[config.mk]
export PLATFORM = sky130hd
export DESIGN_NAME = uart_rx_ctrl
export DESIGN_NICKNAME = d
export VERILOG_FILES = /design/src/rtl/uart_rx_ctrl.sv
export SDC_FILE = /design/constraint.sdc
export NUM_CORES = 1
export LEC_CHECK = 0
export CORE_MARGIN = 5
export CORE_UTILIZATION = 40
export CTS_BUF_LIST = sky130_fd_sc_hd__clkbuf_8
export DETAILED_ROUTE_END_ITERATION = 10
export SLEW_MARGIN = 20
export SYNTH_ARGS = -nofsm -noshare
export SYNTH_HDL_FRONTEND = slang
export SYNTH_SLANG_ARGS = --single-unit
[constraint.sdc]
create_clock -name clk -period 4 [get_ports clk]
set_input_delay 0.8 -clock clk [delete_from_list [all_inputs] [get_ports clk]]
set_output_delay 0.8 -clock clk [all_outputs]
set_load 0.01 [all_outputs]
[src/rtl/uart_rx_ctrl.sv]
// uart_rx_ctrl: receive sequencer for the UART serial input.
//   Synchronizes rx_in, derives the oversample tick from clk, checks the start
//   bit at mid-bit, samples each data bit at mid-bit, checks the stop bit and
//   hands the byte to the consumer over a valid/ready interface.
// Ports:
//   clk, rst          - system clock, synchronous active-high reset
//   rx_in             - asynchronous serial line (idles high)
//   enable            - allows a new frame to start
//   data_out/valid    - received byte (LSB first on the wire) and its valid flag
//   data_ready        - consumer accepts the byte when data_valid is 1
//   rx_busy           - FSM not in IDLE
//   frame_err         - sticky: stop bit sampled low
//   overrun_err       - sticky: byte dropped because data_valid was still held
//   err_clr           - one-cycle pulse clearing both sticky errors
module uart_rx_ctrl #(
  parameter int CLK_DIV    = 27,
  parameter int OVERSAMPLE = 16,
  parameter int DATA_BITS  = 8
) (
  input  logic                 clk,
  input  logic                 rst,
  input  logic                 rx_in,
  input  logic                 enable,
  output logic [DATA_BITS-1:0] data_out,
  output logic                 data_valid,
  input  logic                 data_ready,
  output logic                 rx_busy,
  output logic                 frame_err,
  output logic                 overrun_err,
  input  logic                 err_clr
);

  localparam logic [15:0] TICK_MAX = 16'(CLK_DIV - 1);
  localparam logic [6:0]  HALF_M1  = 7'(OVERSAMPLE / 2 - 1);
  localparam logic [6:0]  FULL_M1  = 7'(OVERSAMPLE - 1);
  localparam logic [2:0]  BIT_MAX  = 3'(DATA_BITS - 1);

  typedef enum logic [2:0] {S_IDLE, S_START, S_DATA, S_STOP, S_BREAK} state_e;

  state_e                 state_q, state_d;
  logic                   rx_s1_q, rxs_q;
  logic [15:0]            tick_cnt_q, tick_cnt_d;
  logic [6:0]             samp_cnt_q, samp_cnt_d;
  logic [2:0]             bit_cnt_q, bit_cnt_d;
  logic [DATA_BITS-1:0]   shift_q, shift_d;
  logic                   deliver_q, deliver_d;
  logic [DATA_BITS-1:0]   data_out_q, data_out_d;
  logic                   data_valid_q, data_valid_d;
  logic                   rx_busy_q, rx_busy_d;
  logic                   frame_err_q, frame_err_d;
  logic                   overrun_err_q, overrun_err_d;
  logic                   tick, frame_set, overrun_set;

  assign tick = (tick_cnt_q == TICK_MAX);

  always_comb begin
    state_d     = state_q;
    tick_cnt_d  = tick ? 16'd0 : tick_cnt_q + 16'd1;
    samp_cnt_d  = samp_cnt_q;
    bit_cnt_d   = bit_cnt_q;
    shift_d     = shift_q;
    deliver_d   = 1'b0;
    frame_set   = 1'b0;
    overrun_set = 1'b0;
    data_out_d   = data_out_q;
    data_valid_d = data_valid_q;

    case (state_q)
      S_IDLE: begin
        if (enable && !rxs_q) begin
          state_d    = S_START;
          // Restart the tick phase at the start edge so every sample lands mid-bit.
          tick_cnt_d = 16'd0;
          samp_cnt_d = 7'd0;
          bit_cnt_d  = 3'd0;
        end
      end
      S_START: begin
        if (tick) begin
          if (samp_cnt_q == HALF_M1) begin
            samp_cnt_d = 7'd0;
            state_d    = rxs_q ? S_IDLE : S_DATA;
          end else begin
            samp_cnt_d = samp_cnt_q + 7'd1;
          end
        end
      end
      S_DATA: begin
        if (tick) begin
          if (samp_cnt_q == FULL_M1) begin
            samp_cnt_d = 7'd0;
            shift_d    = {rxs_q, shift_q[DATA_BITS-1:1]};
            if (bit_cnt_q == BIT_MAX) begin
              bit_cnt_d = 3'd0;
              state_d   = S_STOP;
            end else begin
              bit_cnt_d = bit_cnt_q + 3'd1;
            end
          end else begin
            samp_cnt_d = samp_cnt_q + 7'd1;
          end
        end
      end
      S_STOP: begin
        if (tick) begin
          if (samp_cnt_q == FULL_M1) begin
            samp_cnt_d = 7'd0;
            if (rxs_q) begin
              deliver_d = 1'b1;
              state_d   = S_IDLE;
            end else begin
              frame_set = 1'b1;
              state_d   = S_BREAK;
            end
          end else begin
            samp_cnt_d = samp_cnt_q + 7'd1;
          end
        end
      end
      S_BREAK: begin
        // A held-low line must not be mistaken for a stream of start bits.
        if (rxs_q) state_d = S_IDLE;
      end
      default: state_d = S_IDLE;
    endcase

    // shift_q is stable during the deliver cycle: the next frame's first data
    // sample is at least half a bit away.
    if (deliver_q) begin
      if (!data_valid_q || data_ready) begin
        data_out_d   = shift_q;
        data_valid_d = 1'b1;
      end else begin
        overrun_set = 1'b1;
      end
    end else if (data_valid_q && data_ready) begin
      data_valid_d = 1'b0;
    end

    rx_busy_d     = (state_d != S_IDLE);
    // Set beats clear when both happen in the same cycle.
    frame_err_d   = frame_set   | (frame_err_q   & ~err_clr);
    overrun_err_d = overrun_set | (overrun_err_q & ~err_clr);
  end

  always_ff @(posedge clk) begin
    if (rst) begin
      state_q       <= S_IDLE;
      rx_s1_q       <= 1'b1;
      rxs_q         <= 1'b1;
      tick_cnt_q    <= 16'd0;
      samp_cnt_q    <= 7'd0;
      bit_cnt_q     <= 3'd0;
      shift_q       <= '0;
      deliver_q     <= 1'b0;
      data_out_q    <= '0;
      data_valid_q  <= 1'b0;
      rx_busy_q     <= 1'b0;
      frame_err_q   <= 1'b0;
      overrun_err_q <= 1'b0;
    end else begin
      state_q       <= state_d;
      rx_s1_q       <= rx_in;
      rxs_q         <= rx_s1_q;
      tick_cnt_q    <= tick_cnt_d;
      samp_cnt_q    <= samp_cnt_d;
      bit_cnt_q     <= bit_cnt_d;
      shift_q       <= shift_d;
      deliver_q     <= deliver_d;
      data_out_q    <= data_out_d;
      data_valid_q  <= data_valid_d;
      rx_busy_q     <= rx_busy_d;
      frame_err_q   <= frame_err_d;
      overrun_err_q <= overrun_err_d;
    end
  end

  assign data_out    = data_out_q;
  assign data_valid  = data_valid_q;
  assign rx_busy     = rx_busy_q;
  assign frame_err   = frame_err_q;
  assign overrun_err = overrun_err_q;

endmodule

---- Word level (Yosys, flattened, before mapping) ----
Cells that the tools add are included.
storage, ports and cells
  flip-flop bits (word level) ............. 52
  input port bits ......................... 6
  output and inout bits ................... 12
  logic and storage cells ................. 91
operators by class
  add/subtract/negate cells ............... 3
  equality and inequality tests ........... 14
  muxes and demuxes ....................... 36
  bitwise operators ....................... 8
  reductions and logical operators ........ 17
operators with widths
  cell                   number
  $mux 16                3
  $mux 3                 14
  $mux 7                 5
  $pmux 7 s3             1
  $add 16x1->16 const B  1
  $eq 16x5->1 const B    1
  $pmux 3 s5             1
  $mux 1                 10
  $ne 2x2->1 const B     4
  $reduce_and 4->1       2
  $add 7x1->7 const B    1
  $eq 7x3->1 const B     1
  $eq 7x4->1 const B     1
  $eq 3x2->1 const B     2
  $eq 3x3->1 const B     2
  $pmux 3 s2             1
  $reduce_bool 3->1      2
  $ne 2x1->1 const B     2
  $not 1->1              4
  $reduce_and 2->1       2
  $reduce_bool 2->1      2
  $reduce_or 4->1        1
  $add 3x1->3 const B    1
  $eq 3x1->1 const B     1
  other kinds (9)        13

---- Longest topological paths before layout ----
Gate-level depths: netlist of run 1.
  depth in word-level cells ............... 6
  mapped depth ............................ 8
  depth with buffers taken out ............ 7

---- Worst setup path before layout of run 1 ----
Ideal clock, no wire load.
  kind .................................... reg-to-reg
  start ................................... register samp_cnt_q[3]
  end ..................................... register rx_busy_q (netlist: rx_busy)
  setup time .............................. 0.065 ns
  arrival time ............................ 1.845 ns
  required time ........................... 3.935 ns
  slack ................................... 2.090 ns
  stages on the path, launching flop included .. 6
  path buffers ............................ 0
  path through ............................ dfxtp_1 -> or4b_1 -> or2_4 -> or3_4 -> a211o_1 -> nand4b_1
on the way
  longest elaborated chain between the ends .. 5
  elaborated cells on any way between the ends .. 10
  classes of those cells .................. 2 x eq/ne; 7 x mux; 1 x reduce/logical
ends and longest elaborated chain
  element                                   RTL line     source
  start: declaration                        43           logic [6:0] samp_cnt_q, samp_cnt_d;
  start signal: assignment                  166          samp_cnt_q <= samp_cnt_d;
  $eq 7x4->1 or $eq 7x3->1 (tied branches)  90, 106, 80
  $mux 3 (on tied branches)                 106, 80, 90
  $mux 3 (on tied branches)                 105, 79, 89
  $pmux 3 s5 *                              68           case (state_q)
  $reduce_bool 3->1 *                       140          rx_busy_d = (state_d != S_IDLE);
  end signal: assignment                    172          rx_busy_q <= rx_busy_d;
  end: declaration                          49           logic rx_busy_q, rx_busy_d;
Mark *: on every way between the ends. The rest lies on a longest branch, timed or not.
A chain may end at the register's enable or synchronous reset.

---- Worst setup path after layout of run 1 ----
  start ................................... register tick_cnt_q[0]
  end ..................................... register samp_cnt_q[4]
on the way
  longest elaborated chain between the ends .. 3
  elaborated cells on any way between the ends .. 4
  classes of those cells .................. 3 x eq/ne; 1 x reduce/logical
ends and longest elaborated chain
  element                                             RTL line  source
  start: declaration                                  42        logic [15:0] tick_cnt_q, tick_cnt_d;
  start signal: assignment                            165       tick_cnt_q <= tick_cnt_d;
  $eq 16x5->1 *                                       54        assign tick = (tick_cnt_q == TICK_MAX);
  $ne 2x2->1 (no line) or $ne 2x1->1 (tied branches)  n/a
  $reduce_and 4->1 (no line) *                        n/a
Marks and branches as above.

==> results of run 1 <==
==> through the flow <==
step           hold slack, ns  utilization (%)  worst slack, ns
2_1_floorplan           0.389                -             2.09
3_3_place_gp            0.399             45.2             1.49
3_5_place_dp            0.395             45.2             1.47
4_1_cts                 0.419             48.1             1.68
5_1_grt                 0.451             48.1             1.48
6_report                0.415             48.1             1.70
==> synthesized netlist by cell type, drive strengths merged (2+ instances only) <==
library cell / n / area share, %
a21oi: 11 / 2.4
nor4b: 2 / 1.1
or4b: 2 / 0.89
mux2i: 17 / 7.5
nand3b: 4 / 1.3
o31ai: 3 / 1.0
or2: 4 / 1.2
nor2b: 2 / 0.55
ha: 5 / 2.8
a211o: 2 / 0.78
nor3b: 2 / 0.66
xor2: 7 / 2.7
nand4: 3 / 1.1
o21ai: 6 / 1.3
nor2: 42 / 7.0
and3: 2 / 0.55
dfxtp: 52 / 46
nand2: 15 / 2.5
buf: 4 / 1.1
xnor2: 7 / 2.7
nor4: 3 / 1.1
nand3: 13 / 2.9
nand2b: 2 / 0.55
inv: 7 / 1.2
nor3: 7 / 1.6
clkbuf: 5 / 0.83
or3: 3 / 1.1
o31a: 2 / 0.78
==> worst max-delay path, stage by stage (launching register included) <==
cell and delay, ns:
dfxtp_1 0.35, inv_1 0.07, ha_1 0.14, nor4b_2 0.24, nand4_2 0.31, o31a_1 0.46
or4b_1 0.53, a21oi_1 0.15
==> registers in the layout, indices dropped and copies added (netlist names), 3 cells and up <==
name	count
bit_cnt_q	3
state_q	3
shift_q	8
data_out	8
tick_cnt_q	16
samp_cnt_q	7
==> worst paths after layout <==
check / start / to / cells past startpoint
hold / removal: rx_s1_q$_SDFF_PP1_ / rxs_q$_SDFF_PP1_ / 1
setup / recovery: tick_cnt_q[0]$_SDFF_PP0_ / samp_cnt_q[4]$_SDFFE_PP0P_ / 7
hold reg to reg: rx_s1_q$_SDFF_PP1_ / rxs_q$_SDFF_PP1_ / 1
setup reg to reg: tick_cnt_q[0]$_SDFF_PP0_ / samp_cnt_q[4]$_SDFFE_PP0P_ / 7
==> per-layer routing <==
metal	up-vias	GRT usage, %	routed length [um]
li1	890	-	-
met1	792	15.6	2090
met2	11	19.3	1910
met3	6	4.17	126
met4	0	4.03	52
met5	-	0	0
==> power breakdown <==
part / internal, mW / switching (mW) / total [mW]
clock network: 0.313 / 0.172 / 0.484
logic: 0.0132 / 0.0166 / 0.0298
registers: 0.522 / 0.00446 / 0.526
total: 0.847 / 0.193 / 1.04
==> kinds of logic after synthesis <==
kind of cell,count (synthesis),synth area share (%)
muxes,17,7.53
DFF,52,46.1
AOI/OAI and AO/OA,30,8.47
buffers and inverters,16,3.10
xor gates and xnor gates,14,5.43
adders and majority gates,5,2.77
and+or+nand+nor,113,26.6
==> layout make-up <==
cell class	instances	area [um^2]	share of cell area (%)
inverter	7	26.3	0.992
sequential	52	1040	39.3
clock buffer	5	68.8	2.60
timing repair buffer	19	185	6.99
tap	72	90.1	3.40
clock inverter	3	90.1	3.40
multi-input combinational	179	1150	43.3
==> impl_metrics.csv, run 1 <==
group,metric,value,unit
yosys,synthCells,247,
clock_tree,cts_max_path_buffers,2,
sta,max_freq,0.435,GHz
sta,rsz0062_at_grt,"no",
clock_tree,cts_tree,"done",
clock_tree,clkLatencyLatePin,0.30,ns
placement,port-buffer-count,17,
final_layout,diodes,0,
yosys,async_flop_share,0,%
routing,viasPerCell,5.04,
placement,dp.cells,329,
sta,worst_pin_slew,0.672,ns
clock_tree,post_cts_buffers,0,
grt,grt_usage,12.2,%
final_layout,fin_nets,275,
yosys,yosysUniqueCellTypes,48,
setup_path,endpoint_kind,"flip-flop",
clock_tree,cts_resized,0,
yosys,synth_area,2260,um^2
sta,setup_viol,0,
final_layout,fin_cells,337,
clock_tree,cts_max_level,2,
routing,wl,4180,um
yosys,syn_avg_cell_area,9.15,um^2
yosys,syn-num-nets,258,
floorplanning,boundaryPins,18,
routing,ant_nets,0,
grt,antenna_found_initial,0,
grt,grt_pass1_wl,7270,um
floorplanning,die_height,85.2,um
floorplanning,initial_core_util,41.0,%
setup_path,cp-start-kind,"flip-flop",
final_layout,num-fill-cells,513,
worst_hold_path,hold_path.class,"flip-flop to flip-flop",
final_layout,drive_gt1_share,7.55,%
clock_tree,cts_buffers,5,
final_layout,final_cell_mix,"52 x dfxtp_1, 42 x nor2_1, 17 x mux2i_1, 17 x clkdlybuf4s50_1, 15 x nand2_1",
sta,fin_skew,0.00770,ns
clock_tree,postCtsHoldBufs,0,
floorplanning,die-area,7250,um^2
sta,period_needed,2.30,ns
setup_path,required,4.24,ns
flow_run,maxCapViolCount,0,
yosys,synth_top_flop_cell,"dfxtp_1",
final_layout,syn_to_final_growth,17.3,%
routing,wire_per_inst,12.4,um
sta,slew_headroom,54.6,%
clock_tree,cts.clk_slew.worst_paths,0.09,ns
pwr,powerDensity,392,nW/um^2
yosys,yosysSeqAreaShare,46.1,%
pwr,finalPower,1.04,mW
clock_tree,cts.sinks,52,
setup_path,setup.worst_path.class,"flip-flop to flip-flop",
sta,finalHoldViolCount,0,
final_layout,final_common_cell,"dfxtp_1",
routing,via_count,1699,
pwr,p_leak,0.983,nW
grt,grt_pass1_vias,1660,
grt,grt_max_degree,27,
setup_path,rrSetupSlack,1.70,ns
grt,gr-total-overflow,0,
run_status,status,"complete, no violations",
routing,post-route-drc-count,0,
clock_tree,cts-root-buf,"clkbuf_8",
pwr,ir_worst_vdd,0.226,mV
floorplanning,core,5510,um^2
sta,drv_slew,0,
placement,dp_hpwl,2960,um
sta,period_share,57.5,%
setup_path,cp_data_arrival_time,2.54,ns
floorplanning,rows,27,
floorplanning,die_w,85.2,um
routing,first_iter_violations,59,
yosys,synth-seq-cells,52,
yosys,yosys_warnings,0,
placement,place_congestion,0.838,
sta,finalSetupTns,0,ns
placement,placed_area,2490,um^2
setup_path,worst-path-max-fanout,12,
final_layout,fin_area,2650,um^2
routing,dr.pass1.iters,4,
yosys,synth_edf_count,0,
No activity file was read; power rests on OpenSTA's default activity.
==> inputs of run 2 (changes only) <==
clock period = 2.4 ns   (was 4 ns; I/O delays follow)
==> run 2 against run 1 <==
  * Non-clock buffer count up 3
  * Sequential power up 67%
  * Fmax is 13% higher
  * Count of clock-buffer cells in the layout did not move
  * Utilization decreased by 0.64 points
  * Final cell count up 0.89%
  * Setup slack worse by 1.3 ns
  * Power rose by 37%
==> impl_metrics.csv, run 2 (synthesis results as in run 1) <==
group,metric,value,unit
routing,dr.pass1.iters,4,
routing,first_iter_violations,98,
routing,viasPerCell,4.96,
pwr,ir_worst_vdd,0.253,mV
sta,finalHoldViolCount,0,
clock_tree,cts_tree,"done",
final_layout,finish.utilization,47.5,%
routing,wl,4070,um
clock_tree,cts.clk_slew.worst_paths,0.10,ns
floorplanning,boundaryPins,18,
setup_path,endpoint_kind,"flip-flop",
pwr,powerDensity,545,nW/um^2
clock_tree,clkLatencyLatePin,0.30,ns
sta,setup_viol,0,
pwr,power.share.switching,22.8,%
clock_tree,cts_buffers,5,
routing,ant_nets,0,
clock_tree,cts_resized,0,
clock_tree,cts_max_path_buffers,2,
sta,drv_slew,0,
setup_path,cp_data_arrival_time,2.28,ns
routing,post-route-drc-count,0,
final_layout,drive_gt1_share,8.21,%
pwr,pwr-share-comb,3.8,%
final_layout,largest-register,"tick_cnt_q",
grt,gr-total-overflow,0,
floorplanning,rows,27,
pwr,switchingPower,0.325,mW
placement,dp_hpwl,2850,um
sta,period_share,84.7,%
sta,worst_pin_slew,0.673,ns
final_layout,final_common_cell,"dfxtp_1",
setup_path,cp-start-kind,"flip-flop",
grt,grt_pass1_wl,7270,um
grt,antenna_found_initial,0,
floorplanning,die_height,85.2,um
sta,fin_skew,0.00690,ns
setup_path,required,2.65,ns
worst_hold_path,hold_path.class,"flip-flop to flip-flop",
clock_tree,cts_max_level,2,
final_layout,diodes,0,
floorplanning,die-area,7250,um^2
final_layout,final_cell_mix,"52 x dfxtp_1, 42 x nor2_1, 17 x mux2i_1, 17 x clkdlybuf4s50_1, 15 x nand2_1",
final_layout,syn_to_final_growth,15.7,%
placement,place_congestion,0.786,
pwr,power_frac_seq,61.6,%
sta,finalSetupTns,0,ns
floorplanning,die_w,85.2,um
final_layout,num-fill-cells,530,
floorplanning,core,5510,um^2
final_layout,largest_reg_flops,16,
pwr,power_frac_clock,34.6,%
clock_tree,post_cts_buffers,0,
pwr,p_leak,0.968,nW
routing,wire_per_inst,12.0,um
sta,max_freq,0.492,GHz
clock_tree,cts-root-buf,"clkbuf_8",
run_status,status,"complete, no violations",
pwr,p_int,1.10,mW
sta,period_needed,2.03,ns
routing,via_count,1685,
grt,grt_max_degree,24,
floorplanning,initial_core_util,41.0,%
final_layout,fin_nets,278,
setup_path,worst-path-max-fanout,8,
clock_tree,postCtsHoldBufs,0,
placement,port-buffer-count,17,
grt,grt_usage,12.2,%
flow_run,maxCapViolCount,0,
grt,grt_pass1_vias,1632,
setup_path,setup.worst_path.class,"flip-flop to flip-flop",
sta,slew_headroom,54.5,%
sta,rsz0062_at_grt,"no",
clock_tree,cts.sinks,52,
==> run 2: cell types whose count changed in the layout (fill, tap and decap cells not counted), sizes merged <==
cell	change
buf	+3
clkinvlp	+1
inv	+1
clkinv	+1
bufinv	-3
==> run 2: power by group through the flow <==
stage               Sequential [mW]  Combinational [mW]  Clock, mW
floorplan                     0.895              0.0343          0
detailed placement            0.898              0.0550          0
global route                  0.879              0.0617      0.554
finish                        0.878              0.0548      0.492
global placement              0.897              0.0559          0
CTS                           0.878              0.0556      0.524
==> run 2: area by class of cell <==
class                      instances  area (um^2)  area share [%]
clock buffer                       5         68.8            2.63
sequential                        52         1040            39.8
multi-input combinational        179         1150            43.9
timing repair buffer              22          220            8.42
clock inverter                     3         20.0           0.766
tap                               72         90.1            3.44
inverter                           7         26.3            1.00
==> run 2: path summary, 6_finish.rpt <==
kind	endpoint	cells past startpoint	from	slack, ns
max	rx_busy$_SDFF_PP0_	5	samp_cnt_q[3]$_SDFFE_PP0P_	0.37
min reg2reg	rxs_q$_SDFF_PP1_	1	rx_s1_q$_SDFF_PP1_	0.42
max reg2reg	rx_busy$_SDFF_PP0_	5	samp_cnt_q[3]$_SDFFE_PP0P_	0.37
min	rxs_q$_SDFF_PP1_	1	rx_s1_q$_SDFF_PP1_	0.42
==> run 2: per-stage QoR <==
step	instances	worst slack [ns]	cell area (um^2)	hold WS, ns	total power, mW
3_3_place_gp	332	0.401	2530	0.405	0.953
4_1_cts	340	0.364	2620	0.428	1.46
6_report	340	0.367	2620	0.424	1.42
5_1_grt	340	0.188	2620	0.433	1.49
2_1_floorplan	247	0.490	2260	0.389	0.929
3_5_place_dp	332	0.389	2530	0.403	0.953
==> run 2: layer usage <==
layer	global-route usage, %	wire length [um]	vias to the layer above
met1	15.5	2080	775
met2	19.7	1830	14
met3	3.69	111	4
met4	4.03	46	0
li1	-	-	892
met5	0	0	-
==> run 2: worst max-delay path, stage by stage (launching register included) <==
cell and delay (ns):
dfxtp_1 0.43, or4b_1 0.48, or2_4 0.27, or3_4 0.38
a211o_1 0.32, nand4b_1 0.10
